--- src/rtl/sdram_pkg.sv ---
// Shared SDRAM definitions: command encodings {cs_n,ras_n,cas_n,we_n}
// and the arbiter state encoding used by all SDRAM blocks.
package sdram_pkg;

   localparam logic [3:0] CMD_NOP  = 4'b0111;
   localparam logic [3:0] CMD_PRE  = 4'b0010;
   localparam logic [3:0] CMD_AREF = 4'b0001;
   localparam logic [3:0] CMD_ACT  = 4'b0011;
   localparam logic [3:0] CMD_WR   = 4'b0100;
   localparam logic [3:0] CMD_RD   = 4'b0101;
   localparam logic [3:0] CMD_MRS  = 4'b0000;

   localparam int REFR_WAIT_W = 7;

   // One-hot so each grant is a single register bit.
   typedef enum logic [4:0] {
      ST_INIT  = 5'b00001,
      ST_IDLE  = 5'b00010,
      ST_AREF  = 5'b00100,
      ST_WRITE = 5'b01000,
      ST_READ  = 5'b10000
   } arb_state_t;

endpackage

--- src/rtl/sdram_refr_watchdog.sv ---
// Counts how long a refresh request has been waiting for its grant and
// raises a sticky flag once it has waited longer than REFR_WAIT_MAX cycles.
module sdram_refr_watchdog
   import sdram_pkg::*;
#(
   parameter int unsigned REFR_WAIT_MAX = 64
) (
   input  logic clk,
   input  logic srst,
   input  logic refr_req_i,
   input  logic in_aref_i,
   output logic refr_late_o
);

   localparam logic [REFR_WAIT_W-1:0] WAIT_MAX = REFR_WAIT_W'(REFR_WAIT_MAX);
   localparam logic [REFR_WAIT_W-1:0] WAIT_SAT = '1;

   logic [REFR_WAIT_W-1:0] wait_q, wait_d;
   logic                   late_q, late_d;

   always_comb begin
      wait_d = wait_q;
      late_d = late_q;
      if (in_aref_i || !refr_req_i) begin
         wait_d = '0;
      end else if (wait_q != WAIT_SAT) begin
         wait_d = wait_q + 1'b1;
      end
      if (wait_q >= WAIT_MAX) begin
         late_d = 1'b1;
      end
   end

   always_ff @(posedge clk) begin
      if (srst) begin
         wait_q <= '0;
         late_q <= 1'b0;
      end else begin
         wait_q <= wait_d;
         late_q <= late_d;
      end
   end

   assign refr_late_o = late_q;

endmodule

--- src/rtl/sdram_arbit.sv ---
// SDRAM bus arbiter: grants init/refresh/write/read access one at a time
// and muxes the winning requester onto the SDRAM command and DQ buses.
module sdram_arbit
   import sdram_pkg::*;
#(
   parameter int unsigned REFR_WAIT_MAX = 64,
   parameter logic [3:0]  NOP_CMD       = 4'b0111
) (
   input  logic        sys_clk,
   input  logic        sys_rst,
   input  logic        init_end,
   input  logic [3:0]  init_cmd,
   input  logic [1:0]  init_ba,
   input  logic [11:0] init_addr,
   input  logic        refr_req,
   input  logic        refr_end,
   input  logic [3:0]  refr_cmd,
   input  logic [11:0] refr_addr,
   input  logic        wr_req,
   input  logic        wr_end,
   input  logic [3:0]  wr_cmd,
   input  logic [1:0]  wr_ba,
   input  logic [11:0] wr_addr,
   input  logic        wr_sdram_en,
   input  logic [15:0] wr_data,
   input  logic        rd_req,
   input  logic        rd_end,
   input  logic [3:0]  rd_cmd,
   input  logic [1:0]  rd_ba,
   input  logic [11:0] rd_addr,
   output logic        refr_en,
   output logic        wr_en,
   output logic        rd_en,
   output logic [3:0]  sdram_cmd,
   output logic [1:0]  sdram_ba,
   output logic [11:0] sdram_addr,
   output logic [15:0] sdram_dq_out,
   output logic        sdram_dq_oe,
   output logic        refr_late
);

   arb_state_t state_q, state_d;

   always_ff @(posedge sys_clk) begin
      if (sys_rst) begin
         state_q <= ST_INIT;
      end else begin
         state_q <= state_d;
      end
   end

   // Every grant returns through IDLE, which guarantees a one-cycle gap
   // between consecutive grants.
   always_comb begin
      state_d = state_q;
      unique case (state_q)
         ST_INIT:  if (init_end) state_d = ST_IDLE;
         ST_IDLE: begin
            if (refr_req)    state_d = ST_AREF;
            else if (wr_req) state_d = ST_WRITE;
            else if (rd_req) state_d = ST_READ;
         end
         ST_AREF:  if (refr_end) state_d = ST_IDLE;
         ST_WRITE: if (wr_end)   state_d = ST_IDLE;
         ST_READ:  if (rd_end)   state_d = ST_IDLE;
         default:  state_d = ST_INIT;
      endcase
   end

   assign refr_en = (state_q == ST_AREF);
   assign wr_en   = (state_q == ST_WRITE);
   assign rd_en   = (state_q == ST_READ);

   always_comb begin
      sdram_cmd  = NOP_CMD;
      sdram_ba   = 2'b00;
      sdram_addr = 12'd0;
      unique case (state_q)
         ST_INIT: begin
            sdram_cmd  = init_cmd;
            sdram_ba   = init_ba;
            sdram_addr = init_addr;
         end
         ST_AREF: begin
            sdram_cmd  = refr_cmd;
            sdram_addr = refr_addr;
         end
         ST_WRITE: begin
            sdram_cmd  = wr_cmd;
            sdram_ba   = wr_ba;
            sdram_addr = wr_addr;
         end
         ST_READ: begin
            sdram_cmd  = rd_cmd;
            sdram_ba   = rd_ba;
            sdram_addr = rd_addr;
         end
         default: ;
      endcase
   end

   assign sdram_dq_oe  = wr_en & wr_sdram_en;
   assign sdram_dq_out = sdram_dq_oe ? wr_data : 16'd0;

   sdram_refr_watchdog #(
      .REFR_WAIT_MAX(REFR_WAIT_MAX)
   ) u_refr_watchdog (
      .clk        (sys_clk),
      .srst       (sys_rst),
      .refr_req_i (refr_req),
      .in_aref_i  (refr_en),
      .refr_late_o(refr_late)
   );

endmodule

--- config.mk ---
export PLATFORM = sky130hd
export DESIGN_NAME = sdram_arbit
export DESIGN_NICKNAME = d
export VERILOG_FILES = /design/src/rtl/sdram_pkg.sv /design/src/rtl/sdram_refr_watchdog.sv /design/src/rtl/sdram_arbit.sv
export SDC_FILE = /design/constraint.sdc
export NUM_CORES = 1
export LEC_CHECK = 0
export CAP_MARGIN = 20
export CORE_MARGIN = 4
export CORE_UTILIZATION = 30
export CTS_CLUSTER_DIAMETER = 60
export CTS_CLUSTER_SIZE = 16
export DETAILED_ROUTE_END_ITERATION = 8
export PLACE_DENSITY = 0.85
export SETUP_SLACK_MARGIN = 0.5
export SLEW_MARGIN = 20
export SYNTH_ARGS = -nofsm -noshare
export SYNTH_HDL_FRONTEND = slang
export SYNTH_HIERARCHICAL = 1
export SYNTH_SLANG_ARGS = --single-unit
--- constraint.sdc ---
create_clock -name sys_clk -period 5.4 [get_ports sys_clk]
set_input_delay 1.62 -clock sys_clk [delete_from_list [all_inputs] [get_ports sys_clk]]
set_output_delay 1.62 -clock sys_clk [all_outputs]
set_load 0.01 [all_outputs]
== Yosys cells after proc, flatten, opt, wreduce, memory -nomap -nowiden ==
Index checks and enable logic that the tools add are counted.

* Register bits after elaboration: 13
* Input port bits: 96
* Output and inout port bits: 39
* Word-level logic and storage cells: 33

* Add/sub/neg operators: 1
* $lt $le $gt $ge: 1
* Equality and inequality tests: 11
* Multiplexer cells: 12
* Bitwise gates (word level): 1
* Reductions and logical operators: 4

{| class="wikitable"
|+ Operator list
! cell !! count
|-
| one-hot mux 12 bit (4 select lines) || 1
|-
| 2-to-1 mux 5 bit || 7
|-
| one-hot mux 5 bit (5 select lines) || 1
|-
| 2-to-1 mux 16 bit || 1
|-
| one-hot mux 4 bit (4 select lines) || 1
|-
| inequality test 2 bit, second input constant || 4
|-
| adder 7 x 1 -> 7 bit, second input constant || 1
|-
| greater-or-equal comparator 7 bit, second input constant || 1
|-
| inequality test 7 bit, second input constant || 1
|-
| one-hot mux 2 bit (3 select lines) || 1
|-
| equality test 5 x 1 -> 1 bit, second input constant || 1
|-
| equality test 5 x 2 -> 1 bit, second input constant || 1
|-
| equality test 5 x 3 -> 1 bit, second input constant || 1
|-
| equality test 5 x 4 -> 1 bit, second input constant || 1
|-
| equality test 5 bit, second input constant || 1
|-
| AND reduction 5 bit || 1
|-
| inequality test 4 bit, second input constant || 1
|-
| OR reduction 2 bit || 1
|-
| AND 1 bit || 1
|-
| logical NOT 1 bit || 1
|-
| logical OR 1 bit || 1
|}

== Depth between registers and ports, before layout ==
Gate-level depths: netlist of the first run.

* Depth after elaboration: 4
* Depth in mapped cells: 8

== By module ==
Netlist of the first run, hierarchy kept.

{| class="wikitable"
|+ Modules (own cells, without submodules)
! module !! times used !! cells an instance !! area each (sq um)
|-
| sdram_arbit || 1 || 125 || 853.3
|-
| sdram_refr_watchdog || 1 || 41 || 361.6
|}

== Worst setup path after synthesis of the first run ==
OpenSTA, ideal clock, no wires.

* Path kind: input to output
* Start point: input port wr_sdram_en
* End point: output port sdram_dq_out[10]
* Arrival time: 2.011 ns
* Slack: 1.769 ns
* Cell stages on the path: 2
* Buffers on the path: 1
* Cells stage by stage: clkbuf_1 > and3_1

* Cells in the longest elaborated chain, start to end: 2

{| class="wikitable"
|+ RTL lines
! element !! RTL line !! text
|-
| from (decl) || sdram_arbit.sv:24 || <nowiki>input logic wr_sdram_en,</nowiki>
|-
| AND 1 bit || sdram_arbit.sv:102 || <nowiki>assign sdram_dq_oe = wr_en & wr_sdram_en;</nowiki>
|-
| 2-to-1 mux 16 bit || sdram_arbit.sv:103 || <nowiki>assign sdram_dq_out = sdram_dq_oe ? wr_data : 16'd0;</nowiki>
|-
| to (decl) || sdram_arbit.sv:37 || <nowiki>output logic [15:0] sdram_dq_out,</nowiki>
|}

Every way passes these cells.

== Worst setup path after layout of the first run ==
* Start point: input port wr_sdram_en
* End point: output port sdram_dq_out[8]

The elaborated chain is that of the path after synthesis.

==> results of run 1 <==
cell usage in the layout (no fill, tap or decap), drive strengths merged:
cell type,instances
a31oi,4
o21ai,5
nand2,19
nand3,9
nor3b,4
a221oi,1
nand2b,1
clkbuf,4
nor4,1
o211a,2
a211oi,3
o32ai,1
buf,3
clkdlybuf4s50,134
o221ai,1
or3,2
a22oi,34
and3,22
o2111ai,1
dfxtp,13
a21oi,3
nor2,8
o211ai,1
and2,1
inv,7
or3b,2
xor2,1
nand4,1
ha,2
nor3,5
metal layers:
metal	global-route usage, %	vias up	routed length (um)
met3	6.311	14	494
li1	-	896	-
met1	23.74	823	2172
met2	39.69	85	2952
met4	7.516	0	176
met5	0	-	0
flip-flops by register name, summed over array words and instances, names as in the netlist:
signal / flops
u_refr_watchdog/wait_q: 7
state_q: 5
u_refr_watchdog/refr_late_o: 1
layout make-up:
class,count,share of cell area (%)
well taps,48,2.287
clock buffers,4,1.715
inverters,7,1.000
multi-input cells,134,33.16
repair buffers,137,51.93
flip-flops and latches,13,9.909
worst register-to-register path: cells and delay by family (launching register included):
kind	cells	cell delay, ns
flip-flops	1	0.49
AND/OR/NAND/NOR	4	1.29
metrics by stage:
step | worst slack, ns | hold slack, ns
floorplan | 1.769 | 0.4691
finish | 0.6823 | 0.4921
detailed placement | 0.6923 | 0.4910
global route | 0.6294 | 0.5376
CTS | 0.6972 | 0.4986
global placement | 0.7338 | 0.4543
logic make-up after synthesis:
| kind of cell | Yosys count |
|---|---|
| and+or+nand+nor | 75 |
| DFF | 13 |
| adders and majority gates | 2 |
| AOI/OAI and AO/OA | 56 |
| buffers and inverters | 19 |
| xor gates and xnor gates | 1 |
report_power, final:
part	switching, mW	internal [mW]	leakage (nW)
Clock	0.0354	0.0522	0.0228
Combinational	0.201	0.267	0.926
Sequential	0.0162	0.106	0.106
worst max path at each step:
stage,startpoint,slack [ns],cells past startpoint,endpoint
after floorplan,wr_sdram_en,1.77,2,sdram_dq_out[10]
after global placement,wr_sdram_en,0.73,3,sdram_dq_out[5]
after detailed placement,wr_sdram_en,0.69,3,sdram_dq_out[8]
after CTS,wr_sdram_en,0.70,3,sdram_dq_out[8]
after global routing,wr_sdram_en,0.63,3,sdram_dq_out[13]
final,wr_sdram_en,0.68,3,sdram_dq_out[8]
==> results.txt, run 1 <==
status = completed
antenna-violating nets left = 0
Max stage delay cell, worst path = clkdlybuf4s50_1
Hold/Removal Path Class = flip-flop to flip-flop
Synth area leader = dfxtp_1
Synth Net Count = 264
vias in the first global route = 1780
multi-input logic area = 870.8 um2
setup bufs post-CTS = 0
vias per std cell = 5.300
final wirelength = 5795 um
crit-path max FO = 17
RSZ-0062 raised after global routing = no
Yosys top cell area share = 21.42%
Finished Layout Cells = 343
initial antenna violation count = 0
crit path capture type = primary output
half-perimeter wire length after placement = 4791 um
post-synthesis mux area share = 0%
top cells by area, synth = dfxtp_1, a22oi_1, and3_1
cell repeated most along the worst path = clkdlybuf4s50_1
Slew headroom = 46.65%
register area share after synthesis = 21.42%
grt total ovfl = 0
Tmin final = 4.718 ns
worst path cell trace = clkdlybuf4s50_1 > and3_1 > clkdlybuf4s50_1
adder-cell share of the synthesized area = 2.060%
placed cell count = 339
Final #Nets = 394
final worst path period share = 87.37%
Initial Utilization = 31.98%
area fraction in compound gates after synthesis = 34.50%
CTS tree = done
cell with the most instances after synthesis = a22oi_1
Post-CTS Resized = 0
largest family of logic cells by synthesized area = compound AO/OA/AOI/OAI gates
io pins = 135
Die Ht = 71.64 um
#FFs+latches synth = 13
Routability Congestion = 0.8490
max cap viols = 0
die area = 5132 um2
Synth Flop Type = dfxtp_1
1st-iter DRT viols = 88
CP Launch Type = input port
# rows = 22
Synth Area in XOR/XNOR = 0.7209%
Clock Tree Root = clkbuf_8
DRC errors left = 0
first drt pass iteration count = 4
WHS Endpoint = u_refr_watchdog/refr_late_o
Worst-Skew Late Latency = 0.24 ns
placed cell areas = 2581 um2
Avg Cell Area, Syn = 7.319 um2
Layout area overhead = 116.2%
CP Class = input port to primary output
WL/cell = 16.90 um
Core Area = 3799 um2
Cell variety after synth = 37
Worst Skew = 0.003313 ns
reg2reg setup slack = 3.54 ns
pin count of the biggest net entering global routing = 26
Post-synth EDFFs = 0
Crit Reg-Reg Startpoint = state_q[3]
H-Tree Depth = 1
area share of and/or/nand/nor cells after synthesis = 33.99%
cts hold-fix bufs = 0
Slew Limit Fails = 0
Worst Tran Pin Value = 0.8002 ns
Storage cell area = 260.3 um2
diodes inserted = 0
fillcell total = 331
R2R depth = 4
IO Port Bufs = 134
layout cell share with drive strength beyond 1 = 4.746%
worst endpoint required time = 3.78 ns
Die Span X = 71.64 um
asr flop ratio synth = 0%
WP buf/inv = 2
Synthesis Warnings = 6
first-pass GRT wire length = 8887 um
Inserted Clock Buffers = 3
Leak Pwr = 1.054 nW
Cells on Worst Hold Path = 2
CP max stage delay = 0.70 ns
Setup-failing EPs final = 0
Syn Std Cell Area = 1215 um2
Worst R2R End = u_refr_watchdog/wait_q[0]
PwrDens = 258.1 nW/um2
Post-Synthesis Cells = 166
Reg clk slew, reported paths = 0.05 ns
final core occ = 69.14%
CTS max path bufs = 2
CP top delay family = buffers and inverters
Power Total = 0.6779 mW
Total GRT Usage = 21.74%
total number of vias = 1818
Setup TNS = 0 ns
total clock sinks = 13
Final Hold Vio Count = 0
worst vdd ir = 134.5 uV
Critical Path AT = 3.10 ns
top post-synthesis cells by count = a22oi_1, and3_1, nand2_1
Final Cell Area = 2626 um2
hold_sp = u_refr_watchdog/refr_late_o
fmax = 0.2120 GHz
Note: power is estimated with default switching activity, not from simulation.
==> run 2: changes to the inputs <==
--- a/config.mk
+++ b/config.mk
@@ -13,7 +13,7 @@
 export DETAILED_ROUTE_END_ITERATION = 8
 export PLACE_DENSITY = 0.85
 export SETUP_SLACK_MARGIN = 0.5
-export SLEW_MARGIN = 20
+export SLEW_MARGIN = 25
 export SYNTH_ARGS = -nofsm -noshare
 export SYNTH_HDL_FRONTEND = slang
 export SYNTH_HIERARCHICAL = 1
==> results of run 2 <==
No change in the layout: final DEF, timing and power equal those of run 1.
